**src/rtl/recurrence_engine.sv**
```systemverilog
// -----------------------------------------------------------------------------
// recurrence_engine
//
// Evaluates the two-term recurrence v[n] = A*v[n-1] + B*v[n-2] for a requested
// index n, with A, B, v[0] and v[1] supplied per request. Computed values are
// kept in a memo table together with a high-water mark (hw), so a request at
// or below hw under an unchanged configuration completes without computing
// anything new. A request for a higher index under the same configuration
// extends the table from hw onwards.
//
// Ports
//   clk       rising-edge clock
//   rst       asynchronous, active-low reset
//   start     request strobe, sampled only while idle
//   entry     requested index n
//   coef_a    coefficient A (unsigned)
//   coef_b    coefficient B (unsigned)
//   seed0     v[0]
//   seed1     v[1]
//   busy      high from the accepting edge until the completion edge
//   done      one-cycle completion pulse
//   result    v[entry] mod 2^VAL_W, held until the next done
//   overflow  v[entry] or one of its ancestors needed more than VAL_W bits
//   hit       request completed without computing a new index
//   error     entry exceeded MAX_N (result/overflow/hit forced to 0)
//
// Timing: start accepted at edge T0, done is high in the cycle following edge
// T0+2+C, where C is the number of indices computed. A new start is accepted
// in the same cycle that done is high, giving 3+C cycles per request.
// -----------------------------------------------------------------------------
module recurrence_engine #(
  parameter int IDX_W  = 4,
  parameter int MAX_N  = 15,
  parameter int VAL_W  = 21,
  parameter int COEF_W = 4
) (
  input  logic              clk,
  input  logic              rst,
  input  logic              start,
  input  logic [IDX_W-1:0]  entry,
  input  logic [COEF_W-1:0] coef_a,
  input  logic [COEF_W-1:0] coef_b,
  input  logic [VAL_W-1:0]  seed0,
  input  logic [VAL_W-1:0]  seed1,
  output logic              busy,
  output logic              done,
  output logic [VAL_W-1:0]  result,
  output logic              overflow,
  output logic              hit,
  output logic              error
);

  // Wide enough for A*x + B*y with A, B < 2^COEF_W and x, y < 2^VAL_W.
  localparam int FULL_W = VAL_W + COEF_W + 1;
  localparam int CFG_W  = 2 * COEF_W + 2 * VAL_W;
  // MAX_N held one bit wider than an index so the range check is never a
  // compare against the all-ones value of the index type.
  localparam logic [IDX_W:0] MAX_N_X = (IDX_W + 1)'(MAX_N);

  typedef enum logic [1:0] {
    IDLE = 2'd0,
    LOAD = 2'd1,
    CALC = 2'd2,
    DONE = 2'd3
  } state_t;

  // One recurrence step at full precision; operands are zero-extended first
  // so the products are not truncated to the operand width.
  function automatic logic [FULL_W-1:0] step_full(
    input logic [COEF_W-1:0] a,
    input logic [COEF_W-1:0] b,
    input logic [VAL_W-1:0]  x1,
    input logic [VAL_W-1:0]  x2
  );
    logic [FULL_W-1:0] ea;
    logic [FULL_W-1:0] eb;
    logic [FULL_W-1:0] ex1;
    logic [FULL_W-1:0] ex2;
    ea  = {{(FULL_W - COEF_W){1'b0}}, a};
    eb  = {{(FULL_W - COEF_W){1'b0}}, b};
    ex1 = {{(FULL_W - VAL_W){1'b0}}, x1};
    ex2 = {{(FULL_W - VAL_W){1'b0}}, x2};
    return (ea * ex1) + (eb * ex2);
  endfunction

  // True when a full-precision step no longer fits in VAL_W bits.
  function automatic logic exceeds_val(input logic [FULL_W-1:0] f);
    return |f[FULL_W-1:VAL_W];
  endfunction

  state_t              state;

  // Request latched at the accepting edge; later input changes are ignored.
  logic [IDX_W-1:0]    entry_q;
  logic [COEF_W-1:0]   a_q;
  logic [COEF_W-1:0]   b_q;
  logic [VAL_W-1:0]    s0_q;
  logic [VAL_W-1:0]    s1_q;
  logic                err_q;
  logic                calc_ran;

  // Memo bookkeeping: configuration the table was built with, its validity
  // and the highest index currently held.
  logic [CFG_W-1:0]    cfg_mem;
  logic                valid;
  logic [IDX_W-1:0]    hw;

  // Memo storage. Contents are qualified by valid/hw, so they need no reset.
  logic [VAL_W-1:0]    tbl [0:MAX_N];
  logic                ovf [0:MAX_N];

  logic [CFG_W-1:0]    cfg_cur;
  logic                entry_bad;
  logic                reload;
  logic [IDX_W-1:0]    hw_eff;
  logic [IDX_W-1:0]    idx_new;
  logic [IDX_W-1:0]    idx_m1;
  logic [FULL_W-1:0]   full;
  logic                load_wr;
  logic                calc_wr;

  always_comb begin
    cfg_cur   = {a_q, b_q, s0_q, s1_q};
    entry_bad = {1'b0, entry_q} > MAX_N_X;
    reload    = !valid || (cfg_cur != cfg_mem);
    // hw as it will stand after LOAD, used to decide whether CALC is needed.
    hw_eff    = reload ? IDX_W'(1) : hw;
    idx_new   = hw + IDX_W'(1);
    idx_m1    = hw - IDX_W'(1);
    full      = step_full(a_q, b_q, tbl[hw], tbl[idx_m1]);
    load_wr   = (state == LOAD) && !entry_bad && reload;
    calc_wr   = (state == CALC);
  end

  // Table write port: seeding on a (re)load, one new index per CALC cycle.
  always_ff @(posedge clk) begin
    if (load_wr) begin
      tbl[0] <= s0_q;
      tbl[1] <= s1_q;
      ovf[0] <= 1'b0;
      ovf[1] <= 1'b0;
    end else if (calc_wr) begin
      tbl[idx_new] <= full[VAL_W-1:0];
      ovf[idx_new] <= ovf[hw] | ovf[idx_m1] | exceeds_val(full);
    end
  end

  // Control FSM with registered outputs.
  always_ff @(posedge clk or negedge rst) begin
    if (!rst) begin
      state    <= IDLE;
      entry_q  <= '0;
      a_q      <= '0;
      b_q      <= '0;
      s0_q     <= '0;
      s1_q     <= '0;
      err_q    <= 1'b0;
      calc_ran <= 1'b0;
      cfg_mem  <= '0;
      valid    <= 1'b0;
      hw       <= '0;
      busy     <= 1'b0;
      done     <= 1'b0;
      result   <= '0;
      overflow <= 1'b0;
      hit      <= 1'b0;
      error    <= 1'b0;
    end else begin
      done <= 1'b0;
      case (state)
        IDLE: begin
          if (start) begin
            entry_q  <= entry;
            a_q      <= coef_a;
            b_q      <= coef_b;
            s0_q     <= seed0;
            s1_q     <= seed1;
            err_q    <= 1'b0;
            calc_ran <= 1'b0;
            busy     <= 1'b1;
            state    <= LOAD;
          end
        end

        // ---- LOAD: range check, reseed on a configuration change ----
        LOAD: begin
          if (entry_bad) begin
            err_q <= 1'b1;
            state <= DONE;
          end else begin
            if (reload) begin
              hw      <= IDX_W'(1);
              valid   <= 1'b1;
              cfg_mem <= cfg_cur;
            end
            state <= (entry_q > hw_eff) ? CALC : DONE;
          end
        end

        // ---- CALC: extend the table by one index per cycle ----
        CALC: begin
          hw       <= idx_new;
          calc_ran <= 1'b1;
          if (idx_new == entry_q) begin
            state <= DONE;
          end
        end

        // ---- DONE: publish the result, release busy ----
        DONE: begin
          done  <= 1'b1;
          busy  <= 1'b0;
          error <= err_q;
          if (err_q) begin
            result   <= '0;
            overflow <= 1'b0;
            hit      <= 1'b0;
          end else begin
            result   <= tbl[entry_q];
            overflow <= ovf[entry_q];
            hit      <= !calc_ran;
          end
          state <= IDLE;
        end

        default: state <= IDLE;
      endcase
    end
  end

endmodule

```
**config.mk**
```make
export PLATFORM = sky130hd
export DESIGN_NAME = recurrence_engine
export DESIGN_NICKNAME = d
export VERILOG_FILES = /design/src/rtl/recurrence_engine.sv
export SDC_FILE = /design/constraint.sdc
export NUM_CORES = 1
export LEC_CHECK = 0
export BUFFER_PORTS_ARGS = -buffer_cell sky130_fd_sc_hd__buf_2
export CORE_UTILIZATION = 36
export DETAILED_ROUTE_END_ITERATION = 10
export PLACE_DENSITY = 0.51
export SLEW_MARGIN = 20
export SYNTH_ARGS = -nofsm -noshare
export SYNTH_HDL_FRONTEND = slang
export SYNTH_SLANG_ARGS = --single-unit
export TNS_END_PERCENT = 30
```
**constraint.sdc**
```tcl
create_clock -name clk -period 9.8 [get_ports clk]
set_input_delay 0.98 -clock clk [delete_from_list [all_inputs] [get_ports clk]]
set_output_delay 0.98 -clock clk [all_outputs]
set_load 0.01 [all_outputs]
```
==> results of run 1 <==
## sequential cells by signal, summed over array words and instances, names as in the netlist, 2 cells and up
name,flops
state,2
a_q,4
cfg_mem,50
tbl,336
b_q,4
entry_q,4
result,21
hw,4
ovf,16
s1_q,21
s0_q,21
## worst paths after layout
kind                         endpoint  slack [ps]  start  depth (start not counted)
min                          s0_q[18]         410    rst                          1
max reg2reg                    ovf[7]        1300  hw[0]                         20
min in group clk                valid         480  valid                          1
min reg2reg                     valid         480  valid                          1
max in group asynchronous  entry_q[0]        7890    rst                          2
max                            ovf[7]        1300  hw[0]                         20
## cells in the final DEF (no fill, tap or decap), types with 20 or more instances in the layout
cell type and instances:
a21oi_1 24, and2_1 148, buf_2 80, buf_4 55, clkbuf_16 60, dfrtp_1 129, edfxtp_1 352, fa_1 120
ha_1 50, inv_1 147, mux2_2 132, mux4_2 327, nand2_1 138, nor2_1 23, o21ai_0 29, xnor2_1 43
xor2_1 20
## routing by layer
layer / vias to the layer above / share of wire [%] / global-route usage, %
met5: - / 0 / 0
met4: 0 / 3.7 / 8.300
met3: 167 / 6.6 / 2.770
met2: 847 / 48 / 37.47
met1: 10120 / 41 / 31.41
li1: 7625 / - / -
## critical path: stages (launching register included)
cell and delay, ps:
dfrtp_4 820, inv_1 330, ha_4 560, buf_4 460, mux4_2 370, mux4_2 540
and2_1 210, fa_1 560, fa_1 430, fa_1 490, inv_1 50, fa_1 470
inv_1 40, ha_1 360, and4_1 270, and2_1 190, a311oi_1 560, o21ai_0 390
o211a_1 240, nor4_4 300, nand3_1 430
## logic make-up after synthesis
group | share of synthesized area, %
DFF | 46.11
muxes | 29.52
and+or+nand+nor | 6.611
buffers and inverters | 3.503
adders and majority gates | 10.06
AOI/OAI and AO/OA | 2.164
xor gates and xnor gates | 2.020
other | 0.01235
## cell type report
type / instances / share of cell area [%]
Timing Repair Buffer: 138 / 2.525
Inverter: 148 / 1.622
Clock inverter: 33 / 1.045
Sequential cell: 489 / 40.94
Clock buffer: 72 / 4.663
Tap cell: 1080 / 3.946
Multi-Input combinational cell: 1206 / 45.26
## per-stage QoR
stage          util (%)  hold slack (ps)  worst slack (ps)  std cells
6_report          40.98            407.8              1297       3166
5_1_grt           40.98            465.8             794.2       3166
4_1_cts           40.94            435.1              1302       3166
3_5_place_dp      38.60            458.0              1298       3061
3_3_place_gp      38.59            452.9              1464       3061
2_1_floorplan         -            435.0              1537       1960
==> flow_summary_export.csv, run 1 <==
group,metric,value,unit
global_routing,grt_pass1_wl,141000,µm
finish,nets,2268,
logic_synthesis,syn-instance-count,1960,
finish,fin_area,34240,µm²
place,gp_congestion,0.8708,
job,cap_violations,0,
route,drt_iter0_markers,1874,
timing,fmax,117.6,MHz
clock_network,ctsHtreeMaxLevel,2,
finish,layout.area.seq,14020,µm²
route,drt-total-wl,96450,µm
timing,slew_headroom,29.93,%
finish,multi_input_area,15500,µm²
logic_synthesis,synth.largest_area_cell,"edfxtp_1",
timing,slew_viol_final,0,
finish,drive_gt1_share,34.95,%
finish,fillerInstances,7584,
route,drc,0,
clock_network,cts_root_buffer,"clkbuf_16",
timing,grt_setup_unrepaired,"false",
timing,setup_viol,0,
place,dp_hpwl,63500,µm
min_path,hp-class,"input pin to asynchronous set/reset pin",
global_routing,track_usage,22.88,%
route,vias,18750,
logic_synthesis,yosys_register_bits,489,
clock_network,clk_latency,650,ps
logic_synthesis,synthTopCellsByArea,"edfxtp_1 35%, mux4_2 24%, dfrtp_1 11%, fa_1 7.9%, mux2_2 4.9%",
floorplanning,start_util,36.33,%
logic_synthesis,yosys_warnings,0,
logic_synthesis,netlist_top_cells_count,"352 x edfxtp_1, 327 x mux4_2, 148 x and2_1",
timing,period_share,86.77,%
timing,hold_viol_final,0,
clock_network,holdBufCountCts,0,
global_routing,grt_max_degree,79,
floorplanning,die_width,292.4,µm
place,placedInstanceArea,32250,µm²
logic_synthesis,synth_fp_nets,2189,
logic_synthesis,yosysMostFrequentCell,"edfxtp_1",
global_routing,overflow,0,
clock_network,clockBufferDepth,3,
critical_path,path_class,"register to register",
clock_network,cts_buffers,56,
timing,fin_crit,8503,ps
critical_path,start_kind,"register",
place,port-buffer-count,81,
clock_network,cts_tree,"yes",
outcome,status,"complete, no violations",
logic_synthesis,synth_ff_type,"edfxtp_1",
logic_synthesis,netlist.area_leader.share,34.82,%
timing,clock_skew,34.77,ps
critical_path,cp_data_required_time,10020,ps
route,drtPass1Iterations,6,
floorplanning,ios,83,
route,wl_per_cell,30.46,µm
timing,setup_tns,0,ps
critical_path,crit_fanout,32,
clock_network,ctsResizeCount,0,
timing,max_slew.worst_pin.slew,1047,ps
logic_synthesis,ys_seq_area_share,46.11,%
floorplanning,coreArea,83560,µm²
route,via_per_inst,5.924,
global_routing,antenna_found_initial,3,
logic_synthesis,netlist_area,30360,µm²
floorplanning,dieArea,85490,µm²
logic_synthesis,netlist-cell-type-count,59,
clock_network,cts_sinks,489,
finish,diodes,0,
floorplanning,die_y,292.4,µm
clock_network,clkTransAtPathRegs,60,ps
critical_path,cp-end-kind,"register",
global_routing,grt_pass1_vias,19770,
critical_path,critical_path_arrival,8720,ps
logic_synthesis,syn_area_per_cell,15.49,µm²
clock_network,cts_setup_buffers,0,
floorplanning,rows,106,
route,ant_nets,0,
logic_synthesis,synth_async_sr_flop_share,28.02,%
logic_synthesis,synth_edf_count,352,
finish,syn_to_final_growth,12.80,%
Power of run 1 is left out: the tool's default activity adds up to more than one toggle a clock period on the data nets, which glitch-free logic cannot reach.
==> run 2, diff against run 1 <==
Settings changed: CORE_ASPECT_RATIO set to 0.5, HOLD_SLACK_MARGIN set to 0.03.
==> run 2 against run 1 <==
Die area is essentially flat. Worst setup slack lost 1.5 ps. Routed wire length decreased by 3.6%. Worst hold slack better by 31 ps. Sequential share of layout area is 0.25 points higher. Global-route usage fell by 0.80 points. First-iteration DRC count is 12% higher. Clock skew down 12 ps. Register-to-register slack hardly changed. Critical path type unchanged.
==> flow_summary_export.csv, run 2 (synthesized netlist as in run 1, its figures left out) <==
group,metric,value,unit
route,wl_per_cell,29.21,µm
timing,worst_slack,1295,ps
floorplanning,start_util,36.80,%
clock_network,cts_root_buffer,"clkbuf_16",
min_path,hp-class,"input pin to asynchronous set/reset pin",
clock_network,clkTransAtPathRegs,60,ps
clock_network,clockBufferDepth,3,
floorplanning,rows,74,
timing,fin_crit,8505,ps
clock_network,ctsResizeCount,0,
finish,postLayoutCoreUtil,41.25,%
place,pre_cts_ws,1344,ps
route,drt_iter0_markers,2092,
clock_network,cts_setup_buffers,0,
finish,diodes,0,
floorplanning,coreArea,82500,µm²
finish,fin_area,34030,µm²
global_routing,grt_max_degree,97,
critical_path,cp-end-kind,"register",
critical_path,cp_data_required_time,10140,ps
route,drc,0,
place,gp_congestion,0.8503,
timing,period_share,86.78,%
floorplanning,dieArea,85560,µm²
critical_path,critical_path_arrival,8850,ps
timing,clock_skew,22.29,ps
global_routing,track_usage,22.08,%
critical_path,path_class,"register to register",
global_routing,overflow,0,
place,port-buffer-count,81,
global_routing,grt_pass1_vias,19150,
route,ant_nets,0,
outcome,status,"complete, no violations",
timing,hold_viol_final,0,
place,placedInstanceArea,32330,µm²
clock_network,cts_buffers,51,
route,drtPass1Iterations,5,
finish,syn_to_final_growth,12.10,%
finish,final_common_cell,"edfxtp_1",
floorplanning,die_y,207.3,µm
finish,layout_common_cells,"352 x edfxtp_1, 327 x mux4_2, 148 x and2_1",
timing,slew_headroom,23.57,%
finish,largest_reg_flops,336,
clock_network,ctsHtreeMaxLevel,2,
route,vias,18520,
global_routing,grt_pass1_wl,135900,µm
finish,reg_top3,"tbl (336), cfg_mem (50)",
critical_path,start_kind,"register",
global_routing,antenna_found_initial,11,
clock_network,cts_tree,"yes",
timing,slew_viol_final,0,
job,cap_violations,0,
timing,setup_viol,0,
timing,max_slew.worst_pin.slew,1146,ps
timing,grt_setup_unrepaired,"false",
floorplanning,die_width,412.7,µm
clock_network,holdBufCountCts,0,
clock_network,cts_sinks,489,
timing,fmax,117.6,MHz
floorplanning,ios,83,
critical_path,crit_fanout,41,
clock_network,clk_latency,610,ps
finish,nets,2268,
place,dp_hpwl,63010,µm
timing,setup_tns,0,ps
finish,drive_gt1_share,34.31,%
finish,top_register,"tbl",
route,via_per_inst,5.817,
route,drt-total-wl,92990,µm
[run 2: cell count changes in the layout (fill, tap and decap cells not counted), moves of 2 or more]
cell and delta:
xor2_2 -3, clkbuf_16 -5, clkinv_2 +2, clkinvlp_4 -6
dfrtp_2 -2, buf_4 +3, inv_6 -2, xor2_1 +3
dfrtp_1 +2, clkbuf_1 +3, bufinv_16 -2, nor2_4 -2
[run 2: worst max-delay path, cell delays in order (launching register included)]
cell       delay [ps]
dfrtp_4           910
inv_1             350
ha_4              740
buf_12            290
mux4_2            350
mux4_2            520
and2_1            200
fa_1              550
fa_1              440
fa_1              500
inv_1              50
fa_1              470
inv_1              40
ha_1              320
nor2b_1           170
o2111ai_1         610
a21oi_1           280
or4b_1            560
and4b_1           250
nor4_4            280
nand3_1           120
buf_4             200
[run 2: final cells by class]
type,instances,area [µm²]
clock inverters,26,209.0
inverters,148,555.5
well taps,1102,1379
clock buffers,69,1469
repair buffers,143,934.6
fillers,7457,48470
multi-input cells,1206,15470
flip-flops and latches,489,14020
[run 2: final timing paths]
kind                        from    endpoint  slack (ps)  cells after the start
hold / removal               rst  result[17]         440                      1
min in group clk           valid       valid         490                      1
setup / recovery           hw[0]      ovf[6]        1300                     21
max in group asynchronous    rst  entry_q[0]        7930                      2
setup reg to reg           hw[0]      ovf[6]        1300                     21
hold reg to reg            valid       valid         490                      1
[run 2: metal layers]
layer  share of wire, %  GRT usage, %  vias to the layer above
met4                1.5         3.921                        0
met5                  0             0                        -
met1                 44         33.23                     9894
li1                   -             -                     7629
met3                 11         6.131                       99
met2                 43         32.02                      894
[run 2: stage by stage]
stage               cells  hold WS [ps]
global placement     3087         453.9
finish               3183         438.8
CTS                  3183         477.8
detailed placement   3088         465.9
floorplan            1960         435.0
global route         3183         507.9
Power of run 2 is left out for the same reason.
==> run 3, diff against run 2 <==
Settings changed: BUFFER_PORTS_ARGS -buffer_cell sky130_fd_sc_hd__buf_2 to not set, CTS_CLUSTER_DIAMETER set to 40, DONT_BUFFER_PORTS set to 1, PLACE_DENSITY 0.51 to 0.5.
==> run 3 against run 2 <==
Clock skew is 12 ps higher. Fmax rose by 7.3%. Worst setup slack improved by 580 ps. Cell count down 1.5%. Flip-flop and latch count unchanged. Clock-buffer cell count grew 15. Routed wire length up 0.57%. Critical path depth up 1. Largest cell class unchanged.
==> flow_summary_export.csv, run 3 (synthesized netlist as in run 1, its figures left out) <==
group,metric,value,unit
outcome,status,"complete, no violations",
finish,largest_reg_flops,336,
floorplanning,coreArea,82500,µm²
global_routing,track_usage,22.31,%
timing,setup_tns,0,ps
timing,slew_viol_final,0,
place,port-buffer-count,0,
floorplanning,dieArea,85560,µm²
timing,fin_crit,7928,ps
route,vias,18470,
route,drc,0,
global_routing,antenna_found_initial,8,
finish,layout_common_cells,"352 x edfxtp_1, 327 x mux4_2, 148 x and2_1",
route,drt-total-wl,93520,µm
floorplanning,rows,74,
critical_path,ff2ff_setup_slack,1870,ps
clock_network,clkTransAtPathRegs,70,ps
critical_path,slowest_delay,590,ps
timing,clock_skew,34.54,ps
clock_network,clk_latency,650,ps
critical_path,cp_slowest_cell,"or4_1",
route,drt_iter0_markers,1951,
timing,period_share,80.90,%
critical_path,rr_worst_depth,22,
global_routing,grt_pass1_vias,18890,
clock_network,cts_root_buffer,"clkbuf_16",
critical_path,cp_data_required_time,10030,ps
floorplanning,ios,83,
job,cap_violations,0,
critical_path,cp-end-kind,"register",
route,ant_nets,0,
min_path,hp-class,"input pin to asynchronous set/reset pin",
route,drtPass1Iterations,5,
finish,nets,2207,
floorplanning,die_width,412.7,µm
critical_path,critical_path_arrival,8150,ps
finish,fillerInstances,7516,
global_routing,overflow,0,
critical_path,start_kind,"register",
critical_path,r2r_start,"hw[0]",
global_routing,grt_max_degree,130,
finish,reg_top3,"tbl (336), cfg_mem (50)",
critical_path,crit_fanout,105,
route,wl_per_cell,29.82,µm
finish,diodes,0,
finish,drive_gt1_share,33.04,%
critical_path,cp_cell_sequence,"buf_12 -> nor3_1 -> xnor2_2 -> buf_4 -> buf_4 -> mux4_2 -> and2_1 -> fa_1 -> inv_1 -> fa_1 -> inv_1 -> fa_1 -> inv_1 -> fa_1 -> inv_1 -> ha_1 -> a21oi_1 -> o21ai_0 -> a2111o_1 -> or4_1 -> nor4_4 -> nand3_1",
global_routing,grt_pass1_wl,136000,µm
finish,top_register,"tbl",
finish,finalNonFillerCells,3136,
clock_network,cts_sinks,489,
clock_network,cts_buffers,68,
finish,final_common_cell,"edfxtp_1",
timing,setup_viol,0,
floorplanning,start_util,36.80,%
place,dp_hpwl,61500,µm
timing,fmax,126.1,MHz
timing,hold_viol_final,0,
clock_network,ctsHtreeMaxLevel,3,
floorplanning,die_y,207.3,µm
finish,syn_to_final_growth,12.82,%
clock_network,clockBufferDepth,3,
critical_path,r2r_end,"ovf[5]",
timing,hold_slack,277.9,ps
clock_network,cts_tree,"yes",
timing,slew_headroom,21.69,%
route,via_per_inst,5.890,
place,dp.cells,3007,
critical_path,path_class,"register to register",
timing,grt_setup_unrepaired,"false",
timing,max_slew.worst_pin.slew,1175,ps
place,gp_congestion,0.8680,
## run 3: what timing repair did
action,in CTS,in global routing
gates resized for setup,0,0
hold buffers,2,0
buffers inserted,0,0
endpoints found under the setup margin,0,0
hold endpoints to repair,129,0
## run 3: worst max path at each step
stage / endpoint / start / cells past startpoint / slack (ps)
2_1_floorplan: tbl[0][11] / hw[1] / 24 / 1540
3_3_place_gp: ovf[15] / hw[0] / 20 / 1970
3_5_place_dp: ovf[6] / hw[0] / 22 / 1840
4_1_cts: ovf[10] / hw[0] / 22 / 1810
5_1_grt: ovf[5] / hw[0] / 22 / 1400
6_report: ovf[5] / hw[0] / 22 / 1870
## run 3: area by class of cell
cell class | count | area, µm² | area share (%)
Clock inverter | 42 | 357.8 | 1.045
Timing Repair Buffer | 65 | 580.6 | 1.695
Multi-Input combinational cell | 1206 | 15470 | 45.18
Tap cell | 1102 | 1379 | 4.026
Clock buffer | 84 | 1887 | 5.509
Inverter | 148 | 555.5 | 1.622
Sequential cell | 489 | 14020 | 40.92
## run 3: stage by stage
stage                     utilization, %  worst slack (ps)  instance area [µm²]
after global routing               41.51              1400                34250
after detailed placement           38.69              1842                31920
after floorplan                        -              1537                30360
final                              41.51              1872                34250
after CTS                          41.46              1809                34200
after global placement             38.69              1971                31920
## run 3: layer usage
metal  wire length, µm  up-vias  global-route usage, %
li1                  -     7528                      -
met1             42150     9964                  33.27
met2             39210      850                  30.55
met3             10170      124                  8.003
met4              1960        4                  5.683
met5                33        -                      0
## run 3: worst max-delay path, delay by kind of cell, from the launching register on
kind                     cells  cell delay (ps)
multiplexers                 1              370
AND/OR/NAND/NOR              5             1680
AO/OA/AOI/OAI                3             1150
buffers and inverters        7             1300
flip-flops                   1              450
XOR/XNOR                     1              390
adder cells (fa/ha/maj)      5             2120
Power of run 3 is left out for the same reason.
